$ cat src/rtl/if_stage.sv
// -----------------------------------------------------------------------------
// if_stage : instruction-fetch stage of the 5-stage MIPS pipeline.
//
// Owns the program counter and fetches one word at a time from instruction
// memory over a req/gnt/rvalid handshake. Each returned word is registered,
// together with the PC+4 of its fetch address, into the IF/ID register that
// feeds decode. A one-entry skid buffer sits behind the IF/ID register.
// Decode back-pressure (stall) and EX redirects (flush) are both honoured.
//
// Handshake semantics (imem side):
//   - A request is accepted in the cycle where o_imem_req and i_imem_gnt are
//     both 1. While the request is waiting for gnt, o_imem_req/o_imem_addr
//     stay stable and only drop through stall, redirect or a full skid buffer.
//   - At most one request is ever outstanding. Its single i_imem_rvalid pulse
//     arrives at least one cycle after the accepting cycle.
//
// Ports:
//   clk                   in   pipeline clock, rising edge
//   rst                   in   asynchronous, active-high reset
//   o_imem_req            out  fetch request valid
//   o_imem_addr           out  word-aligned fetch address (= PC)
//   i_imem_gnt            in   request accepted this cycle (with o_imem_req)
//   i_imem_rvalid         in   fetched word valid
//   i_imem_rdata          in   fetched instruction word
//   i_ID_stall            in   decode cannot accept; hold IF/ID
//   i_EX_ctrl_Redirect    in   taken branch/jump; flush and refetch
//   i_EX_data_RedirectPC  in   redirect target (bits [1:0] ignored)
//   o_ID_valid            out  IF/ID holds a valid instruction
//   o_ID_data_instruction out  instruction for decode
//   o_EX_data_PCNext      out  PC+4 of that instruction
// -----------------------------------------------------------------------------
module if_stage #(
  parameter int unsigned          ADDR_W   = 32,
  parameter logic [ADDR_W-1:0]    RESET_PC = '0
) (
  input  logic              clk,
  input  logic              rst,
  output logic              o_imem_req,
  output logic [ADDR_W-1:0] o_imem_addr,
  input  logic              i_imem_gnt,
  input  logic              i_imem_rvalid,
  input  logic [31:0]       i_imem_rdata,
  input  logic              i_ID_stall,
  input  logic              i_EX_ctrl_Redirect,
  input  logic [ADDR_W-1:0] i_EX_data_RedirectPC,
  output logic              o_ID_valid,
  output logic [31:0]       o_ID_data_instruction,
  output logic [ADDR_W-1:0] o_EX_data_PCNext
);

  // FETCH : allowed to request; PC is the address of the next fetch.
  // WAIT  : one request accepted, waiting for its rvalid.
  // DROP  : a request was outstanding when a redirect hit; swallow its rvalid.
  localparam logic [1:0] ST_FETCH = 2'd0;
  localparam logic [1:0] ST_WAIT  = 2'd1;
  localparam logic [1:0] ST_DROP  = 2'd2;

  localparam logic [ADDR_W-1:0] PC_STEP = ADDR_W'(4);

  // Sequential state
  logic [1:0]        state_q,       state_d;
  logic [ADDR_W-1:0] pc_q,          pc_d;
  logic [ADDR_W-1:0] pend_q,        pend_d;        // PC+4 of the outstanding fetch
  logic              id_valid_q,    id_valid_d;
  logic [31:0]       id_instr_q,    id_instr_d;
  logic [ADDR_W-1:0] id_pcnext_q,   id_pcnext_d;
  logic              skid_valid_q,  skid_valid_d;
  logic [31:0]       skid_instr_q,  skid_instr_d;
  logic [ADDR_W-1:0] skid_pcnext_q, skid_pcnext_d;

  // Combinational helpers
  logic              fetch_req;
  logic              fetch_fire;
  logic              resp_take;
  logic              resp_to_id;
  logic [ADDR_W-1:0] pc_plus4;
  logic [ADDR_W-1:0] redirect_pc;
  logic              unused_redirect_lsbs;

  // Additions wrap naturally modulo 2^ADDR_W.
  assign pc_plus4    = pc_q + PC_STEP;
  assign redirect_pc = {i_EX_data_RedirectPC[ADDR_W-1:2], 2'b00};

  // Low target bits are architecturally ignored.
  assign unused_redirect_lsbs = ^i_EX_data_RedirectPC[1:0];

  // Request gating: a full skid buffer, or a valid-but-stalled IF/ID register,
  // means there would be nowhere to put the response, so no new fetch starts.
  // A redirect suppresses the request so the first fetch goes to the target.
  assign fetch_req = (state_q == ST_FETCH) && !skid_valid_q
                     && !(id_valid_q && i_ID_stall) && !i_EX_ctrl_Redirect
                     && !rst;
  assign fetch_fire = fetch_req && i_imem_gnt;

  // A response is kept only in WAIT and only if no redirect arrives with it.
  assign resp_take  = (state_q == ST_WAIT) && i_imem_rvalid && !i_EX_ctrl_Redirect;
  assign resp_to_id = resp_take && (!id_valid_q || !i_ID_stall);

  always_comb begin
    state_d       = state_q;
    pc_d          = pc_q;
    pend_d        = pend_q;
    id_valid_d    = id_valid_q;
    id_instr_d    = id_instr_q;
    id_pcnext_d   = id_pcnext_q;
    skid_valid_d  = skid_valid_q;
    skid_instr_d  = skid_instr_q;
    skid_pcnext_d = skid_pcnext_q;

    if (i_EX_ctrl_Redirect) begin
      // Redirect beats stall and every other event.
      pc_d         = redirect_pc;
      id_valid_d   = 1'b0;
      skid_valid_d = 1'b0;
      case (state_q)
        // An outstanding fetch must still return; if it has not yet, park in
        // DROP so its rvalid is discarded rather than taken as target data.
        ST_WAIT, ST_DROP: state_d = i_imem_rvalid ? ST_FETCH : ST_DROP;
        default:          state_d = ST_FETCH;
      endcase
    end else begin
      case (state_q)
        ST_FETCH: begin
          if (fetch_fire) begin
            pc_d    = pc_plus4;
            pend_d  = pc_plus4;
            state_d = ST_WAIT;
          end
        end
        ST_WAIT: begin
          if (i_imem_rvalid) state_d = ST_FETCH;
        end
        ST_DROP: begin
          if (i_imem_rvalid) state_d = ST_FETCH;
        end
        default: state_d = ST_FETCH;
      endcase

      // IF/ID register update
      if (resp_to_id) begin
        id_valid_d  = 1'b1;
        id_instr_d  = i_imem_rdata;
        id_pcnext_d = pend_q;
      end else if (!i_ID_stall) begin
        if (skid_valid_q) begin
          id_valid_d   = 1'b1;
          id_instr_d   = skid_instr_q;
          id_pcnext_d  = skid_pcnext_q;
          skid_valid_d = 1'b0;
        end else begin
          // Decode consumed the entry and nothing new arrived: bubble.
          id_valid_d = 1'b0;
        end
      end

      // Response arrived while IF/ID is full and stalled: park it.
      if (resp_take && !resp_to_id) begin
        skid_valid_d  = 1'b1;
        skid_instr_d  = i_imem_rdata;
        skid_pcnext_d = pend_q;
      end
    end
  end

  always_ff @(posedge clk or posedge rst) begin
    if (rst) begin
      state_q       <= ST_FETCH;
      pc_q          <= RESET_PC;
      pend_q        <= '0;
      id_valid_q    <= 1'b0;
      id_instr_q    <= '0;
      id_pcnext_q   <= '0;
      skid_valid_q  <= 1'b0;
      skid_instr_q  <= '0;
      skid_pcnext_q <= '0;
    end else begin
      state_q       <= state_d;
      pc_q          <= pc_d;
      pend_q        <= pend_d;
      id_valid_q    <= id_valid_d;
      id_instr_q    <= id_instr_d;
      id_pcnext_q   <= id_pcnext_d;
      skid_valid_q  <= skid_valid_d;
      skid_instr_q  <= skid_instr_d;
      skid_pcnext_q <= skid_pcnext_d;
    end
  end

  assign o_imem_req            = fetch_req;
  assign o_imem_addr           = {pc_q[ADDR_W-1:2], 2'b00};
  assign o_ID_valid            = id_valid_q;
  assign o_ID_data_instruction = id_instr_q;
  assign o_EX_data_PCNext      = id_pcnext_q;

endmodule

$ cat config.mk
export PLATFORM = sky130hd
export DESIGN_NAME = if_stage
export DESIGN_NICKNAME = d
export VERILOG_FILES = /design/src/rtl/if_stage.sv
export SDC_FILE = /design/constraint.sdc
export NUM_CORES = 1
export LEC_CHECK = 0
export ABC_AREA = 1
export CORE_UTILIZATION = 45
export CTS_CLUSTER_SIZE = 25
export DETAILED_ROUTE_END_ITERATION = 10
export PLACE_DENSITY = 0.71
export SKIP_CTS_REPAIR_TIMING = 1
export SLEW_MARGIN = 15
export SYNTH_ARGS = -nofsm -noshare
export SYNTH_HDL_FRONTEND = slang
export SYNTH_SLANG_ARGS = --single-unit
$ cat constraint.sdc
create_clock -name clk -period 5.5 [get_ports clk]
set_clock_uncertainty 0.1 [all_clocks]
set_input_delay 0.55 -clock clk [delete_from_list [all_inputs] [get_ports clk]]
set_output_delay 0.55 -clock clk [all_outputs]
set_load 0.01 [all_outputs]
; ---- Word-level counts from Yosys, hierarchy flattened
; Index checks and enable logic that the tools add are counted.
[classes]
reduce_logical = 29
add_sub_neg = 1
n_eq_ne = 8
n_bitwise = 1
muxes = 23
[op_table]
columns = cell, count
row1 = 2-to-1 mux 32 bit, 9
row2 = "adder 32 x 3 -> 32 bit, second input constant", 1
row3 = logical AND 1 bit, 10
row4 = 2-to-1 mux 2 bit, 5
row5 = "inequality test 3 x 1 -> 1 bit, second input constant", 3
row6 = 2-to-1 mux 1 bit, 8
row7 = AND reduction 2 bit, 4
row8 = zero test 1 bit, 7
row9 = AND reduction 3 bit, 2
row10 = nonzero test 2 bit, 3
row11 = case mux 2 bit (2 select lines), 1
row12 = "inequality test 3 x 2 -> 1 bit, second input constant", 1
row13 = "inequality test 3 bit, second input constant", 1
row14 = "equality test 2 x 1 -> 1 bit, second input constant", 1
row15 = "equality test 2 bit, second input constant", 1
row16 = zero test 2 bit, 1
row17 = "inequality test 2 x 1 -> 1 bit, second input constant", 1
row18 = OR reduction 2 bit, 1
row19 = logical OR 1 bit, 1
row20 = NOT 1 bit, 1
[totals]
register_bits = 196
inputBits = 70
word_cells = 71

; ---- Longest topological paths before layout
; Gate-level depths: netlist (run 1).
[logic_depth]
word_depth = 9
ltp_mapped = 12
ltp_nobuf = 11

; ---- Least setup slack after synthesis (run 1)
; OpenSTA, ideal clock, no wires.
[synth_path]
kind = input -> output
startpoint = input port i_EX_ctrl_Redirect
endpoint = output port o_imem_req
t_required_ns = 4.850
arrival_ns = 0.970
stages = 4
n_path_buf = 1
slack_ns = 3.880
cell_sequence = buf_6 nor2_4 nand3_1 inv_1
[synth_between]
elab_chain_cells = 3
[synth_lines]
columns = item, line_no
row1 = "start, declared", 44  ; input logic i_EX_ctrl_Redirect,
row2 = zero test 1 bit, 91  ; && !(id_valid_q && i_ID_stall) && !i_EX_ctrl_Redirect
row3 = logical AND 1 bit, 91
row4 = logical AND 1 bit, 92  ; && !rst;
row5 = "end, declared", 38  ; output logic o_imem_req,
; Every way passes these cells.

; ---- Final worst setup path (run 1)
[layout_path]
startpoint = input port i_EX_ctrl_Redirect
endpoint = register id_pcnext_q[28], in the netlist o_EX_data_PCNext[28]
[layout_between]
elab_chain_cells = 5
word_cells_on_any_way = 8
cone_classes = eq/ne (1) / mux (1) / bitwise (1) / reduce/logical (5)
[layout_lines]
columns = item, line_no
row1 = zero test 1 bit, 96  ; assign resp_take = (state_q == ST_WAIT) && i_imem_rvalid && !i_EX_ctrl_Redirect;
row2 = logical AND 1 bit, 96
row3 = logical AND 1 bit, 97  ; assign resp_to_id = resp_take && (!id_valid_q || !i_ID_stall);
row4 = inequality test 2 x 1 -> 1 bit (no line) / nonzero test 2 bit (equally long branches), n/a
row5 = AND reduction 3 bit (no line), n/a
row6 = "end signal, assigned", 182  ; id_pcnext_q <= id_pcnext_d;
row7 = "end, declared", 66  ; logic [ADDR_W-1:0] id_pcnext_q, id_pcnext_d;
; Parallel ways exist; a longest one is shown, timed or not.
; A chain may end at the register's enable or synchronous reset.

==> flow_metrics.tcl, run 1 <==
set metrics [dict create \
    status "finished, final reports clean" \
    worst_setup_path_end_kind "flip-flop" \
    synthToLayoutAreaGrowth_pct 25.7 \
    worstSetupPathType "in -> reg" \
    leakage_nw 5.64 \
    ant_nets 0 \
    ys_types 34 \
    grt_overflow 0 \
    p_total_mw 4.64 \
    pwr_density_cell_nw_per_um2 414 \
    syn_area_um2 8920 \
    vias 7229 \
    synth.avg_cell_area_um2 8.12 \
    clk_pin_slew_ns 0.07 \
    ir_drop_v 0.000256 \
    vias_per_cell 4.79 \
    fillers 1732 \
    die_x_um 143 \
    antenna_found_initial 0 \
    relSlewSlack_pct 28.0 \
    finalCritPeriodShare_pct 57.4 \
    grt_use_total_pct 20.7 \
    worstPathMaxFanout 78 \
    route.detailed.drc 0 \
    die_h_um 143 \
    hpwl_um 13500 \
    maxCapViolations 0 \
    coreArea_um2 19500 \
    yosysSeqAreaShare_pct 52.7 \
    period_needed_ns 3.16 \
    timing.hold.ws_ns 0.388 \
    routed_wl_um 20100 \
    dieArea_um2 20400 \
    ys_warn_count 0 \
    clkSinkCount 188 \
    nets 1304 \
    r2r_slack_ns 2.91 \
    drtIter0Drc 331 \
    place_congestion 0.857 \
    final.setup.tns_ns 0 \
    start_kind "input pin" \
    wire_per_inst_um 13.3 \
    setup_viol 0 \
    antenna_cells 0 \
    netlist_instances 1098 \
    cts_root_buf "clkbuf_16" \
    fmax_mhz 317 \
    io_pins 168 \
    clk_latency_ns 0.42 \
    cts_tree "yes" \
    finish.utilization_pct 57.6 \
    drv_slew 0 \
    numCtsBuffers 17 \
    drive_gt1_share_pct 5.31 \
    max-clock-path-buffers 2 \
    hold_class "in -> async" \
    start_util_pct 45.8 \
    grt_first_pass_wirelength_um 32900 \
    cp.arrival_ns 3.36 \
    worstPathRequired_ns 5.70 \
    rows 51 \
    htreeDepth 4 \
    ys_ff_latch 188 \
    grt_pass1_vias 6558 \
    instances_no_fill 1508 \
    hold_viol_final 0 \
    rsz0062_at_grt "false" \
    dp.cells 1476 \
    firstDrtPassIters 4 \
    grt_start_max_net_pins 144 \
    io_buffers 161 \
    worst_pin_slew_ns 1.08 \
]
## registers in the layout (all words and copies together), names as in the netlist
register,count
o_ID_data_instruction,32
skid_instr_q,32
o_EX_data_PCNext,30
pc_q,30
pend_q,30
skid_pcnext_q,30
state_q,2
o_ID_valid,1
skid_valid_q,1
## cell usage after synthesis, drive strengths merged
cell type  instances  share of area [%]
conb               1              0.042
o22ai              1              0.070
buf               34                2.6
nor2              96                4.8
o21ai             98                5.5
nand2            307                 13
dfrtp            188                 53
inv              177                7.5
xnor2              3               0.29
nand4             11               0.94
a21oi             52                2.9
a22oi              1              0.084
clkbuf            23                1.0
ha                 3               0.42
xor2               9               0.88
nand3             36                2.2
o211ai            55                4.6
and2               1              0.070
or2                1              0.070
o21bai             1              0.084
## cell type report
cell class / instances / area, um2 / area share (%)
Clock buffer: 21 / 450 / 4.02
Timing Repair Buffer: 168 / 1690 / 15.1
Tap cell: 265 / 332 / 2.96
Inverter: 177 / 671 / 5.98
Clock inverter: 10 / 118 / 1.05
Sequential cell: 188 / 4700 / 42.0
Multi-Input combinational cell: 679 / 3250 / 29.0
## cell usage in the layout, fill, tap and decap left out, types with 2 or more instances in the layout
master / netlist / final
buf_4: 6 / 5
nand2_4: 1 / 2
nand4_1: 10 / 10
nor2_1: 82 / 82
clkinvlp_4: 0 / 5
clkbuf_1: 20 / 3
conb_1: 1 / 4
buf_12: 0 / 2
clkdlybuf4s50_1: 0 / 161
nand2_2: 4 / 3
xor2_1: 9 / 9
xnor2_1: 3 / 3
dfrtp_1: 188 / 188
nand2_1: 302 / 302
nand3_1: 34 / 34
inv_2: 6 / 6
nor2_2: 7 / 7
inv_1: 170 / 169
nor2_4: 7 / 7
a21oi_1: 52 / 52
nand3_4: 1 / 2
clkbuf_16: 0 / 17
o211ai_1: 55 / 55
ha_1: 3 / 3
clkinv_2: 0 / 2
o21ai_1: 56 / 56
o21ai_0: 42 / 42
bufinv_16: 0 / 2
## metrics by stage
stage	setup slack [ns]	instance area, um2
after floorplan	2.43	8930
after global placement	1.92	10600
after detailed placement	1.89	10600
after CTS	2.31	11200
after global routing	2.08	11200
final	2.34	11200
## critical path, stage by stage
cell	delay [ns]
clkdlybuf4s50_1	0.76
inv_4	0.36
nand3_4	0.66
buf_4	0.55
nand2_1	0.10
o211ai_1	0.08
o21ai_1	0.14
inv_1	0.08
## cells by family after synthesis
family                     Yosys count  share of synthesized area (%)
adders and majority gates            3                          0.421
xor gates and xnor gates            12                           1.18
AOI/OAI and AO/OA                  208                           13.3
buffers and inverters              234                           11.1
and+or+nand+nor                    452                           21.2
other                                1                         0.0420
DFF                                188                           52.7
## per-layer routing
metal | share of wire [%] | global-route usage [%] | vias up
li1 | - | - | 3720
met1 | 49 | 29.3 | 3323
met2 | 45 | 32.2 | 170
met3 | 4.6 | 4.33 | 16
met4 | 1.1 | 5.72 | 0
met5 | 0 | 0 | -
## report_power, final
group,switching (mW),total (mW),leakage (nW),internal [mW]
logic,0.678,1.46,3.27,0.780
registers,0.242,1.99,2.11,1.75
clock network,0.514,1.19,0.266,0.680
total,1.43,4.64,5.64,3.21
## worst paths after layout
check | start | end | cells after the start
max | i_EX_ctrl_Redirect | o_EX_data_PCNext[28]$_DFFE_PP0P_ | 8
min | rst | pend_q[2]$_DFFE_PP0P_ | 2
max reg2reg | skid_valid_q$_DFFE_PP0P_ | o_EX_data_PCNext[28]$_DFFE_PP0P_ | 6
min reg2reg | skid_pcnext_q[2]$_DFFE_PP0P_ | skid_pcnext_q[2]$_DFFE_PP0P_ | 2
max in group asynchronous | rst | o_EX_data_PCNext[12]$_DFFE_PP0P_ | 4
min in group clk | skid_pcnext_q[2]$_DFFE_PP0P_ | skid_pcnext_q[2]$_DFFE_PP0P_ | 2
No activity file was read; power rests on OpenSTA's default activity.
==> run 2: changes to the inputs <==
--- a/config.mk
+++ b/config.mk
@@ -9,7 +9,7 @@
 export CORE_UTILIZATION = 45
 export CTS_CLUSTER_SIZE = 25
 export DETAILED_ROUTE_END_ITERATION = 10
-export PLACE_DENSITY = 0.71
+export PLACE_DENSITY = 0.69
 export SKIP_CTS_REPAIR_TIMING = 1
 export SLEW_MARGIN = 15
 export SYNTH_ARGS = -nofsm -noshare
==> constraint.sdc (replaced) <==
create_clock -name clk -period 3.1 [get_ports clk]
set_clock_uncertainty 0.1 [all_clocks]
set_input_delay 0.31 -clock clk [delete_from_list [all_inputs] [get_ports clk]]
set_output_delay 0.31 -clock clk [all_outputs]
set_load 0.01 [all_outputs]
==> run 2 against run 1 <==
Sequential power rose by 77%. Count of clock-buffer cells in the layout rose by 1. Critical path depth fell by 4. First-iteration DRC count rose by 11%. Clock power rose by 85%. Setup slack got worse by 1.6 ns. Combinational power rose by 79%. Sequential share of layout area fell by 0.43 points. Design area rose by 1.0%. Largest power group unchanged. Global-route usage rose by 0.52 points. Via count rose by 0.71%.
==> flow_metrics.tcl, run 2 (synthesized netlist as in run 1, its figures left out) <==
set metrics [dict create \
    status "finished, final reports clean" \
    clk_latency_ns 0.43 \
    period_needed_ns 2.38 \
    hold_class "in -> async" \
    clkSinkCount 188 \
    numCtsBuffers 17 \
    io_pins 168 \
    cp.arrival_ns 1.97 \
    worst_setup_path_end_kind "output port" \
    fillers 1743 \
    maxCapViolations 0 \
    ant_nets 0 \
    synthToLayoutAreaGrowth_pct 27.0 \
    firstDrtPassIters 5 \
    routed.top_layer "met4" \
    hold_viol_final 0 \
    grt_first_pass_wirelength_um 33800 \
    grt_overflow 0 \
    wire_per_inst_um 13.5 \
    final.setup.tns_ns 0 \
    nets 1311 \
    grt_pass1_vias 6727 \
    vias 7280 \
    finish.utilization_pct 58.2 \
    pwr_density_cell_nw_per_um2 736 \
    start_util_pct 45.8 \
    routed_wl_um 20500 \
    layout_commonest_cell "nand2_1" \
    setup_viol 0 \
    drtIter0Drc 366 \
    dieArea_um2 20400 \
    start_kind "flip-flop" \
    place_congestion 0.880 \
    htreeDepth 4 \
    grt_use_total_pct 21.2 \
    hpwl_um 14200 \
    antenna_cells 0 \
    final_cell_mix "302 x nand2_1, 188 x dfrtp_1, 169 x inv_1, 161 x clkdlybuf4s50_1, 82 x nor2_1" \
    die_x_um 143 \
    wl_met3_um 964 \
    cts_tree "yes" \
    cts_root_buf "clkbuf_16" \
    vias_per_cell 4.81 \
    instances_no_fill 1513 \
    io_buffers 161 \
    antenna_found_initial 0 \
    rsz0062_at_grt "false" \
    grt_start_max_net_pins 73 \
    dp.cells 1484 \
    drv_slew 0 \
    clk_pin_slew_ns 0.06 \
    worstPathRequired_ns 2.69 \
    rows 51 \
    worstSetupPathType "reg -> out" \
    max-clock-path-buffers 2 \
    met1_length_um 9810 \
    finalCritPeriodShare_pct 76.7 \
    worstPathMaxFanout 13 \
    fmax_mhz 421 \
    die_h_um 143 \
    met2_length_um 9470 \
    ir_drop_v 0.000425 \
    leakage_nw 5.72 \
    drive_gt1_share_pct 5.69 \
    route.detailed.drc 0 \
    coreArea_um2 19500 \
]
## run 2: changes by cell type in the layout (fill, tap and decap cells not counted)
cell        delta
buf_4          +3
bufinv_16      +1
buf_12         +4
clkbuf_8       +1
inv_6          -1
clkinvlp_4     -3
## run 2: final timing paths
kind / end / cells past startpoint / slack [ns] / start
setup reg to reg: skid_pcnext_q[24]$_DFFE_PP0P_ / 8 / 1.01 / state_q[1]$_DFFE_PP0P_
hold / removal: skid_pcnext_q[3]$_DFFE_PP0P_ / 2 / 0.23 / rst
setup / recovery: o_imem_req / 4 / 0.72 / skid_valid_q$_DFFE_PP0P_
hold reg to reg: skid_pcnext_q[4]$_DFFE_PP0P_ / 2 / 0.39 / skid_pcnext_q[4]$_DFFE_PP0P_
min in group clk: pc_q[16]$_DFFE_PP0P_ / 3 / 0.35 / i_EX_data_RedirectPC[16]
max in group asynchronous: o_ID_data_instruction[22]$_DFFE_PP0P_ / 3 / 1.85 / rst
## run 2: power by group
part / switching [mW] / total, mW / internal, mW / leakage [nW]
clock network: 0.903 / 2.20 / 1.30 / 0.282
logic: 1.21 / 2.61 / 1.40 / 3.33
registers: 0.421 / 3.52 / 3.10 / 2.11
total: 2.54 / 8.34 / 5.80 / 5.72
## run 2: layout make-up
cell class | instances | area (um2) | share of cell area, %
Clock buffer | 22 | 464 | 4.10
Clock inverter | 7 | 116 | 1.03
Inverter | 177 | 671 | 5.92
Multi-Input combinational cell | 679 | 3250 | 28.7
Sequential cell | 188 | 4700 | 41.5
Tap cell | 265 | 332 | 2.93
Timing Repair Buffer | 175 | 1790 | 15.8
## run 2: metal layers
| metal | vias up | global-route usage (%) |
|---|---|---|
| li1 | 3734 | - |
| met1 | 3348 | 29.4 |
| met2 | 178 | 34.2 |
| met3 | 20 | 4.06 |
| met4 | 0 | 5.66 |
| met5 | - | 0 |
## run 2: worst max-delay path, cell delays in order, from the launching register on
cell             delay, ns
dfrtp_1               0.55
nor2_2                0.26
nand3_1               0.13
inv_1                 0.07
clkdlybuf4s50_1       0.54
## run 2: metrics by stage
step / setup slack, ns / power, mW / hold slack [ns] / instance area, um2
after floorplan: 0.270 / 4.82 / 0.332 / 8930
after global placement: 0.705 / 6.12 / 0.367 / 10700
after detailed placement: 0.691 / 6.20 / 0.375 / 10700
after CTS: 0.697 / 8.42 / 0.238 / 11300
after global routing: 0.610 / 8.88 / 0.274 / 11300
final: 0.724 / 8.34 / 0.232 / 11300
